File: src/rtl/cram_pkg.sv
// Shared types, constants and geometry helpers for the CRAM bitstream loader.
package cram_pkg;

    localparam logic [15:0] CRC_POLY = 16'h1021;
    localparam logic [15:0] CRC_INIT = 16'hFFFF;

    typedef enum logic [2:0] {
        IDLE    = 3'd0,
        LOAD    = 3'd1,
        SHIFT   = 3'd2,
        CRC     = 3'd3,
        SETTLE  = 3'd4,
        RELEASE = 3'd5
    } state_e;

    // Select width for one routing mux: 2*bus_width+2 candidate sources.
    function automatic int unsigned calc_sel_bits(input int unsigned bus_width);
        return $clog2(2 * bus_width + 2);
    endfunction

    // CRAM bits held by one fpgacell.
    function automatic int unsigned calc_cfg_bits(input int unsigned bus_width,
                                                  input int unsigned le_inputs,
                                                  input int unsigned le_outputs,
                                                  input int unsigned le_lut_size);
        return bus_width * 8
             + 4 * (le_inputs + le_outputs) * calc_sel_bits(bus_width)
             + le_lut_size + 1;
    endfunction

    function automatic int unsigned calc_nbytes(input int unsigned total_bits);
        return (total_bits + 7) / 8;
    endfunction

endpackage

File: src/rtl/cram_loader_crc16.sv
// Combinational CRC-16-CCITT update over one byte, MSB first.
module crc16_byte
    import cram_pkg::*;
(
    input  logic [15:0] crc_in,
    input  logic [7:0]  data_in,
    output logic [15:0] crc_out_c
);

    always_comb begin
        crc_out_c = crc_in;
        for (int unsigned i = 0; i < 8; i++) begin
            if (crc_out_c[15] ^ data_in[3'(7 - i)]) begin
                crc_out_c = {crc_out_c[14:0], 1'b0} ^ CRC_POLY;
            end else begin
                crc_out_c = {crc_out_c[14:0], 1'b0};
            end
        end
    end

endmodule

File: src/rtl/cram_loader.sv
// Byte-stream to serial CRAM chain loader; holds the fabric in reset while loading.
// Define CRAM_CRC_EN to require a trailing CRC-16 over the payload before release.
module cram_loader
    import cram_pkg::*;
#(
    parameter int unsigned BUS_WIDTH   = 4,
    parameter int unsigned LE_INPUTS   = 4,
    parameter int unsigned LE_OUTPUTS  = 1,
    parameter int unsigned LE_LUT_SIZE = 16,
    parameter int unsigned NUM_CELLS   = 1
) (
    input  logic       clk,
    input  logic       rst,
    input  logic       start,
    input  logic [7:0] in_data,
    input  logic       in_valid,
    output logic       in_ready,
    output logic       config_data_in,
    output logic       config_en,
    input  logic       config_data_out,
    output logic       fab_nrst,
    output logic       busy,
    output logic       done,
    output logic       err
);

    localparam int unsigned CFG_BITS   = calc_cfg_bits(BUS_WIDTH, LE_INPUTS, LE_OUTPUTS, LE_LUT_SIZE);
    localparam int unsigned TOTAL_BITS = NUM_CELLS * CFG_BITS;
    localparam int unsigned NBYTES     = calc_nbytes(TOTAL_BITS);
    localparam int unsigned CNT_W      = $clog2(NBYTES + 1);
    localparam logic [CNT_W-1:0] LAST_BYTE = CNT_W'(NBYTES - 1);

    state_e             state_q, state_d;
    logic [CNT_W-1:0]   byte_cnt_q, byte_cnt_d;
    logic [2:0]         bit_cnt_q, bit_cnt_d;
    logic [7:0]         sreg_q, sreg_d;
    logic               fab_nrst_q, fab_nrst_d;
    logic               in_ready_q, in_ready_d;
    logic               config_en_q, config_en_d;
    logic               config_data_in_q, config_data_in_d;
    logic               busy_q, busy_d;
    logic               done_q, done_d;
    logic               hs_c;
    logic               unused_c;

    // The chain tail is not consumed by the loader.
    assign unused_c = config_data_out;

    assign hs_c = in_valid && in_ready_q;

`ifdef CRAM_CRC_EN
    logic [15:0] crc_q, crc_d;
    logic [15:0] crc_next_c;
    logic [7:0]  crc_hi_q, crc_hi_d;
    logic        err_q, err_d;
    logic        payload_hs_c;
    logic        crc_match_c;

    crc16_byte u_crc (
        .crc_in    (crc_q),
        .data_in   (in_data),
        .crc_out_c (crc_next_c)
    );

    assign payload_hs_c = hs_c && ((state_q == LOAD) || (state_q == SHIFT));
    assign crc_match_c  = ({crc_hi_q, in_data} == crc_q);

    // Running payload CRC, captured high byte and sticky error.
    always_comb begin
        crc_d    = crc_q;
        crc_hi_d = crc_hi_q;
        err_d    = err_q;
        if ((state_q == IDLE) && start) begin
            crc_d = CRC_INIT;
            err_d = 1'b0;
        end else if (payload_hs_c) begin
            crc_d = crc_next_c;
        end else if ((state_q == CRC) && hs_c) begin
            if (bit_cnt_q == 3'd0) begin
                crc_hi_d = in_data;
            end else if (!crc_match_c) begin
                err_d = 1'b1;
            end
        end
    end

    always_ff @(posedge clk) begin
        if (rst) begin
            crc_q    <= 16'h0000;
            crc_hi_q <= 8'h00;
            err_q    <= 1'b0;
        end else begin
            crc_q    <= crc_d;
            crc_hi_q <= crc_hi_d;
            err_q    <= err_d;
        end
    end

    assign err = err_q;
`else
    assign err = 1'b0;
`endif

    // State, datapath and output registers.
    always_ff @(posedge clk) begin
        if (rst) begin
            state_q          <= IDLE;
            byte_cnt_q       <= '0;
            bit_cnt_q        <= 3'd0;
            sreg_q           <= 8'h00;
            fab_nrst_q       <= 1'b0;
            in_ready_q       <= 1'b0;
            config_en_q      <= 1'b0;
            config_data_in_q <= 1'b0;
            busy_q           <= 1'b0;
            done_q           <= 1'b0;
        end else begin
            state_q          <= state_d;
            byte_cnt_q       <= byte_cnt_d;
            bit_cnt_q        <= bit_cnt_d;
            sreg_q           <= sreg_d;
            fab_nrst_q       <= fab_nrst_d;
            in_ready_q       <= in_ready_d;
            config_en_q      <= config_en_d;
            config_data_in_q <= config_data_in_d;
            busy_q           <= busy_d;
            done_q           <= done_d;
        end
    end

    // Next state; byte_cnt indexes the byte currently in (or next loaded into) sreg.
    always_comb begin
        state_d    = state_q;
        byte_cnt_d = byte_cnt_q;
        bit_cnt_d  = bit_cnt_q;
        sreg_d     = sreg_q;
        fab_nrst_d = fab_nrst_q;
        unique case (state_q)
            IDLE: begin
                if (start) begin
                    state_d    = LOAD;
                    byte_cnt_d = '0;
                    fab_nrst_d = 1'b0;
                end
            end
            LOAD: begin
                if (hs_c) begin
                    sreg_d    = in_data;
                    bit_cnt_d = 3'd0;
                    state_d   = SHIFT;
                end
            end
            SHIFT: begin
                if (bit_cnt_q != 3'd7) begin
                    sreg_d    = {sreg_q[6:0], 1'b0};
                    bit_cnt_d = bit_cnt_q + 3'd1;
                end else if (byte_cnt_q < LAST_BYTE) begin
                    byte_cnt_d = byte_cnt_q + CNT_W'(1);
                    if (hs_c) begin
                        sreg_d    = in_data;
                        bit_cnt_d = 3'd0;
                    end else begin
                        state_d = LOAD;
                    end
                end else begin
                    bit_cnt_d = 3'd0;
`ifdef CRAM_CRC_EN
                    state_d   = CRC;
`else
                    state_d   = SETTLE;
`endif
                end
            end
`ifdef CRAM_CRC_EN
            CRC: begin
                if (hs_c) begin
                    if (bit_cnt_q == 3'd0) begin
                        bit_cnt_d = 3'd1;
                    end else begin
                        bit_cnt_d = 3'd0;
                        state_d   = crc_match_c ? SETTLE : IDLE;
                    end
                end
            end
`endif
            SETTLE: begin
                if (bit_cnt_q == 3'd1) begin
                    bit_cnt_d  = 3'd0;
                    state_d    = RELEASE;
                    fab_nrst_d = 1'b1;
                end else begin
                    bit_cnt_d = bit_cnt_q + 3'd1;
                end
            end
            RELEASE: begin
                state_d = IDLE;
            end
            default: begin
                state_d = IDLE;
            end
        endcase
    end

    // Outputs are decoded from next-state values so the registers line up with state_q.
    always_comb begin
        in_ready_d       = 1'b0;
        config_en_d      = 1'b0;
        config_data_in_d = 1'b0;
        busy_d           = (state_d != IDLE);
        done_d           = (state_d == RELEASE);
        unique case (state_d)
            LOAD: begin
                in_ready_d = 1'b1;
            end
            SHIFT: begin
                config_en_d      = 1'b1;
                config_data_in_d = sreg_d[7];
                in_ready_d       = (bit_cnt_d == 3'd7) && (byte_cnt_d < LAST_BYTE);
            end
            CRC: begin
                in_ready_d = 1'b1;
            end
            default: begin
                in_ready_d = 1'b0;
            end
        endcase
    end

    assign in_ready       = in_ready_q;
    assign config_en      = config_en_q;
    assign config_data_in = config_data_in_q;
    assign fab_nrst       = fab_nrst_q;
    assign busy           = busy_q;
    assign done           = done_q;

endmodule

File: config.mk
export PLATFORM = sky130hd
export DESIGN_NAME = cram_loader
export DESIGN_NICKNAME = d
export VERILOG_FILES = /design/src/rtl/cram_pkg.sv /design/src/rtl/cram_loader_crc16.sv /design/src/rtl/cram_loader.sv
export SDC_FILE = /design/constraint.sdc
export NUM_CORES = 1
export LEC_CHECK = 0
export BUFFER_PORTS_ARGS = -buffer_cell sky130_fd_sc_hd__buf_2
export CAP_MARGIN = 20
export CORE_MARGIN = 2
export CORE_UTILIZATION = 26
export DETAILED_ROUTE_END_ITERATION = 7
export GPL_TIMING_DRIVEN = 0
export HOLD_SLACK_MARGIN = 0.08
export SLEW_MARGIN = 20
export SYNTH_ARGS = -nofsm -noshare
export SYNTH_HDL_FRONTEND = slang
export SYNTH_SLANG_ARGS = --single-unit
File: constraint.sdc
create_clock -name clk -period 3.9 [get_ports clk]
set_input_delay 0.195 -clock clk [delete_from_list [all_inputs] [get_ports clk]]
set_output_delay 0.195 -clock clk [all_outputs]
set_load 0.01 [all_outputs]
==> summary.txt, run 1 <==
Route
  – DR pass1 iterations: 4
  – ANT nets after route: 0
  – Via density per instance: 4.927
  – Drt drc: 0
  – Total number of vias: 946
  – Routed wire length: 2.451 mm
  – Wire length per cell: 12.77 um
  – DR iter-0 viols: 33

STA
  – Final hold violations: 0
  – Final Cycle Share: 0.5677
  – RSZ-0062 raised after global routing: false
  – Max Clock Skew: ~3.6 ps
  – Peak Freq: 451.7 MHz
  – Fin Setup TNS: 0 ps
  – Hold_ws: roughly 170 ps
  – Final setup violation count: 0
  – Final Critical Period: 2214 ps
  – Final slew viol count: 0

Run status
  – Status: finished, final reports clean

Yosys
  – Synthesized instance count: 122
  – Number of unique standard cell types used by synthesis: 35
  – Seq/Total Area, Yosys: 0.4339
  – Seq cells post-synth: 24
  – Synthesized Nets: about 140
  – Largest area contributor in the netlist: dfxtp_1
  – Yosys top cell area share: 0.4339
  – Mapped Area: approximately 0.0011 mm2
  – Syn Area/Cell: 9.076 um2
  – Largest cells by area after synthesis: dfxtp_1 43%, nor2_1 7.5%, a222oi_1 5.4%
  – YS warnings: 0

Final layout
  – Layout cell share with drive strength beyond 1: 0.1831
  – Antenna diodes: 0
  – Storage element area: about 480 um2
  – Fillers: around 420
  – Final nets: 161
  – Post-route cell area: 0.001296 mm2
  – Syn-to-layout area delta: 17.06%
  – Area occupied by multi-input gates: 581.8 um2

Critical path
  – Crit-path max cell delay: 520 ps
  – Crit path cell chain: ha_1, ha_1, nor4b_4, a31o_2, nor2_1, a211o_1, o32ai_1
  – Critical path peak fanout: 8
  – Crit path DAT: 2390 ps
  – CP required: 4070 ps
  – Crit. End Element: flip-flop
  – Most used cell, CP: ha_1
  – Setup Crit Path Kind: reg -> reg
  – Crit-path slowest cell: nor4b_4
  – Startpoint types: flip-flop

Die
  – Total die area: 0.004797 mm2
  – I/O pin cnt: 20
  – Chip Height: 69.26 um
  – Initial Utilization: 0.2729
  – Die width: ~70 um
  – Core box area: 0.004058 mm2
  – Row count: 23

Global route
  – Total track usage: 0.1016
  – First-pass GRT wire length: 4.029 mm
  – Vias in the first global route: 936
  – Largest net degree at the start of global routing: 13
  – Overflow after GRT: 0
  – Initial antenna violation count: 0

Place
  – GP Congestion: 0.8380
  – DP HPWL: 1.829 mm
  – Placed cell area: 0.001255 mm2
  – Port buffer count: 17

Clocking
  – TritonCTS clock tree: done
  – Resized cells post-CTS: 0
  – Post-CTS setup buffer count: 0
  – Maximum clock insertion buffer count: 2
  – CTS root buf: clkbuf_8
  – Reg clk slew, reported paths: 80 ps
  – Total CTS buffers: 3
  – CTS sink cnt: 24
  – Clk_lat worst skew: 260 ps
  – Hold Buf Count CTS: 0
  – CTS H-Tree Depth: 1

Worst hold path
  – Worst min path class: in -> reg

Pwr
  – Leakage: 0.0005185 uW
  – Max IR drop VDD: 160.6 uV
  – Power density cells: 339.8 mW/mm2

Job
  – Max cap viols: 0
==> power breakdown <==
group | switching (uW) | internal (uW)
clock network | 71.9 | 69.0
registers | 3.08 | 250
logic | 26.5 | 19.7
==> worst max-delay path, delay by kind of cell, from the launching register on <==
family / cells / cell delay (ps)
compound gates: 3 / 740
simple gates: 2 / 570
fa+ha+maj: 2 / 480
flops: 1 / 350
==> area by class of cell <==
class                   count  share of cell area
well taps                  50             0.04826
inverters                   4             0.01158
clock buffers               3             0.03185
plain buffers               6             0.02317
multi-input cells          88              0.4488
repair buffers             17             0.06564
flip-flops and latches     24              0.3707
==> cell usage after synthesis <==
master / instances
nor2b_1: 2
a211oi_1: 3
nand2_1: 4
or3b_1: 1
nor4b_4: 1
a21o_1: 3
a31o_2: 1
inv_1: 4
nor2_1: 22
o21bai_1: 1
nand3_1: 2
a31oi_1: 2
nor3_1: 4
buf_4: 2
nand3b_1: 4
clkbuf_1: 4
conb_1: 1
o21ai_1: 1
nand4b_1: 1
nand2b_1: 4
a32oi_1: 1
dfxtp_1: 24
a41oi_1: 1
o32ai_1: 1
a211o_1: 1
a21oi_1: 9
and2_1: 1
a21o_4: 1
nor4b_1: 1
or3_1: 1
nor3_2: 1
nand4bb_1: 1
a22oi_1: 2
ha_1: 4
a222oi_1: 6
==> sequential cells by signal, indices dropped and copies added, names as in the netlist <==
register / count
bit_cnt_q: 3
config_data_in: 1
busy: 1
config_en: 1
fab_nrst: 1
in_ready: 1
byte_cnt_q: 5
sreg_q: 7
done: 1
state_q: 3
==> cell families after synthesis <==
logic type	count (synthesis)	share of synthesized area
other cells	1	0.003387
flops	24	0.4339
compound gates	33	0.2249
buf+inv	10	0.04067
simple gates	50	0.2520
fa+ha+maj	4	0.04520
==> metal layers <==
layer | up-vias | global-route usage | share of wire
met5 | - | 0 | 0
met4 | 0 | 0.04575 | 0.016
met3 | 5 | 0.02326 | 0.060
met2 | 28 | 0.1709 | 0.46
met1 | 428 | 0.1227 | 0.47
li1 | 485 | - | -
==> layout by cell type (no fill, tap or decap), types with 2 or more instances in the layout <==
cell type | synthesis | routed
nand3_1 | 2 | 2
buf_2 | 0 | 17
nand2_1 | 4 | 4
dfxtp_1 | 24 | 24
a21oi_1 | 9 | 9
inv_1 | 4 | 4
a222oi_1 | 6 | 6
clkbuf_1 | 4 | 4
a22oi_1 | 2 | 2
nand3b_1 | 4 | 4
nor2b_1 | 2 | 2
buf_4 | 2 | 2
a21o_1 | 3 | 3
a211oi_1 | 3 | 3
ha_1 | 4 | 4
clkbuf_8 | 0 | 3
nor2_1 | 22 | 22
nor3_1 | 4 | 4
nand2b_1 | 4 | 4
a31oi_1 | 2 | 2
==> through the flow <==
stage | instances | util | setup WS, ps | power [uW]
after global routing | 192 | 0.3195 | 1537 | 461.5
final | 192 | 0.3195 | 1686 | 440.5
after detailed placement | 189 | 0.3093 | 1706 | 305.4
after global placement | 189 | 0.3093 | 1726 | 304.4
after floorplan | 122 | - | 1912 | 289.7
after CTS | 192 | 0.3195 | 1682 | 445.8
==> final timing paths <==
path         slack (ps)  cells past startpoint                      to               startpoint
min reg2reg         470                      2   fab_nrst$_SDFFE_PP0P_    fab_nrst$_SDFFE_PP0P_
max                1690                      7     in_ready$_SDFF_PP0_  bit_cnt_q[0]$_SDFF_PP0_
min                 170                      3  sreg_q[6]$_SDFFE_PP0P_               in_data[6]
max reg2reg        1690                      7     in_ready$_SDFF_PP0_  bit_cnt_q[0]$_SDFF_PP0_
Note: power is estimated with default switching activity, not from simulation.
==> inputs of run 2 (changes only) <==
==> constraint.sdc (replaced) <==
create_clock -name clk -period 2.1 [get_ports clk]
set_input_delay 0.105 -clock clk [delete_from_list [all_inputs] [get_ports clk]]
set_output_delay 0.105 -clock clk [all_outputs]
set_load 0.01 [all_outputs]
==> run 2 against run 1 <==
  * Clock skew increased by 0.95 ps
  * Combinational power increased by 88%
  * Die area unchanged
  * Total power increased by 86%
  * Non-clock buffer count increased by 3
  * Critical path depth unchanged
  * Utilization increased by 1.1 points
==> summary.txt, run 2 (synthesized netlist as in run 1, its figures left out) <==
Die
  – Total die area: 0.004797 mm2
  – Chip Height: 69.26 um
  – Die width: 69.26 um
  – Core box area: 0.004058 mm2
  – I/O pin cnt: 20
  – Row count: 23
  – Initial Utilization: 0.2729

STA
  – Final Cycle Share: 0.9644
  – Final slew viol count: 0
  – Final hold violations: 0
  – Final Critical Period: 2025 ps
  – Max Clock Skew: 4.539 ps
  – Final setup violation count: 0
  – RSZ-0062 raised after global routing: false
  – Fin Setup TNS: 0 ps
  – Peak Freq: 493.8 MHz

Final layout
  – Max reg flops: 7
  – Core Util, Final: 0.3303
  – Post-route cell area: 0.001340 mm2
  – Most common cell after layout, fill and taps aside: dfxtp_1
  – Most frequent cells in the layout: 23 x dfxtp_1, 21 x nor2_1, 17 x buf_2, 9 x a21oi_1, 6 x a222oi_1
  – Antenna diodes: 0
  – Layout cell share with drive strength beyond 1: 0.2276
  – Largest registers: sreg_q x7, byte_cnt_q x5
  – Syn-to-layout area delta: 21.02%
  – Final nets: between 150 and 200
  – Top reg by flops: sreg_q

Critical path
  – Reg2reg end: in_ready$_SDFF_PP0_
  – Worst Setup SP: bit_cnt_q[0]$_SDFF_PP0_
  – Crit-path max cell delay: approximately 340 ps
  – Worst r2r path cells: 7
  – Setup Crit Path Kind: reg -> reg
  – Crit. End Element: flip-flop
  – R2R Setup Slk: approximately 75 ps
  – CP required: 2270 ps
  – RR Startpoint: bit_cnt_q[0]$_SDFF_PP0_
  – Crit path cell chain: ha_1, ha_4, nand4b_1, a21o_4, or3b_1, a211o_1, o32ai_1
  – Critical path peak fanout: 6
  – Crit-path slowest cell: dfxtp_2
  – Startpoint types: flip-flop
  – Crit path DAT: about 2200 ps

Clocking
  – TritonCTS clock tree: done
  – Hold Buf Count CTS: 0
  – Total CTS buffers: 3
  – Reg clk slew, reported paths: roughly 80 ps
  – CTS root buf: clkbuf_8
  – CTS H-Tree Depth: 1
  – CTS sink cnt: 24
  – Clk_lat worst skew: 260 ps
  – Maximum clock insertion buffer count: 2

Route
  – Via density per instance: 5.015
  – DR pass1 iterations: 4
  – Drt drc: 0
  – DR iter-0 viols: 26
  – Wire length per cell: 12.96 um
  – ANT nets after route: 0
  – Routed wire length: 2.528 mm
  – Total number of vias: 978

Global route
  – Initial antenna violation count: 0
  – Total track usage: 0.1022
  – Overflow after GRT: 0
  – Vias in the first global route: 936
  – First-pass GRT wire length: just over 4 mm
  – Largest net degree at the start of global routing: 13

Place
  – GP Congestion: 0.8380
  – Port buffer count: 17
  – DP HPWL: 1.829 mm
  – Placed cell area: about 0.0013 mm2

Pwr
  – Leakage: 0.0005307 uW
  – Power density cells: 611.6 mW/mm2
  – Max IR drop VDD: approximately 300 uV
  – Final Total Pwr: roughly 800 uW

Run status
  – Status: finished, final reports clean

Worst hold path
  – Hold_sp: in_data[6]
  – Hold-critical path depth: 3
  – Worst min path class: in -> reg
  – WHS Endpoint: sreg_q[6]$_SDFFE_PP0P_

Job
  – Max cap viols: 0
[run 2: cell types whose count changed in the layout (fill, tap and decap cells not counted), sizes merged]
cell / change
buf: +3
[run 2: metrics by stage]
stage                     hold WS [ps]  cells  worst slack [ps]
after floorplan                  253.3    122             112.4
after global placement           346.8    189            -74.05
after detailed placement         356.7    189            -93.96
after CTS                        82.67    193             20.59
after global routing             96.14    195             21.05
final                            81.00    195             74.71
[run 2: area by class of cell]
class | instances | area, um2
multi-input cells | 88 | 601.8
repair buffers | 20 | 107.6
plain buffers | 6 | 30.03
well taps | 50 | 62.56
fillers | 408 | 2718
clock buffers | 3 | 41.29
inverters | 4 | 15.01
flip-flops and latches | 24 | 481.7
[run 2: how the worst max path moves through the flow]
| stage | slack (ps) | end |
|---|---|---|
| global placement | -70 | in_ready$_SDFF_PP0_ |
| detailed placement | -90 | in_ready$_SDFF_PP0_ |
| CTS | 20 | in_ready$_SDFF_PP0_ |
| finish | 70 | in_ready$_SDFF_PP0_ |
| global route | 20 | in_ready$_SDFF_PP0_ |
| floorplan | 110 | in_ready$_SDFF_PP0_ |
[run 2: timing repair]
item	4_1_cts	5_1_grt
setup buffers	1	2
pin swaps	1	1
resized for setup	1	4
endpoints found under the setup margin	1	5
[run 2: routing by layer]
layer / GRT usage / share of wire / up-vias / routed length (um)
met3: 0.02326 / 0.050 / 5 / 127
met1: 0.1244 / 0.46 / 456 / 1159
met4: 0.04793 / 0.016 / 0 / 40
met2: 0.1699 / 0.47 / 24 / 1199
li1: - / - / 493 / -
met5: 0 / 0 / - / 0
[run 2: report_power, final]
group	total (uW)	switching [uW]	internal (uW)
registers	471	5.69	465
clock network	262	134	128
logic	86.7	49.8	36.9
total	820	189	630
[run 2: worst max-delay path, delay by kind of cell, from the launching register on]
family,cells,cell delay (ps)
and+or+nand+nor,2,460
adders and majority gates,2,420
DFF,1,340
AOI/OAI and AO/OA,3,710
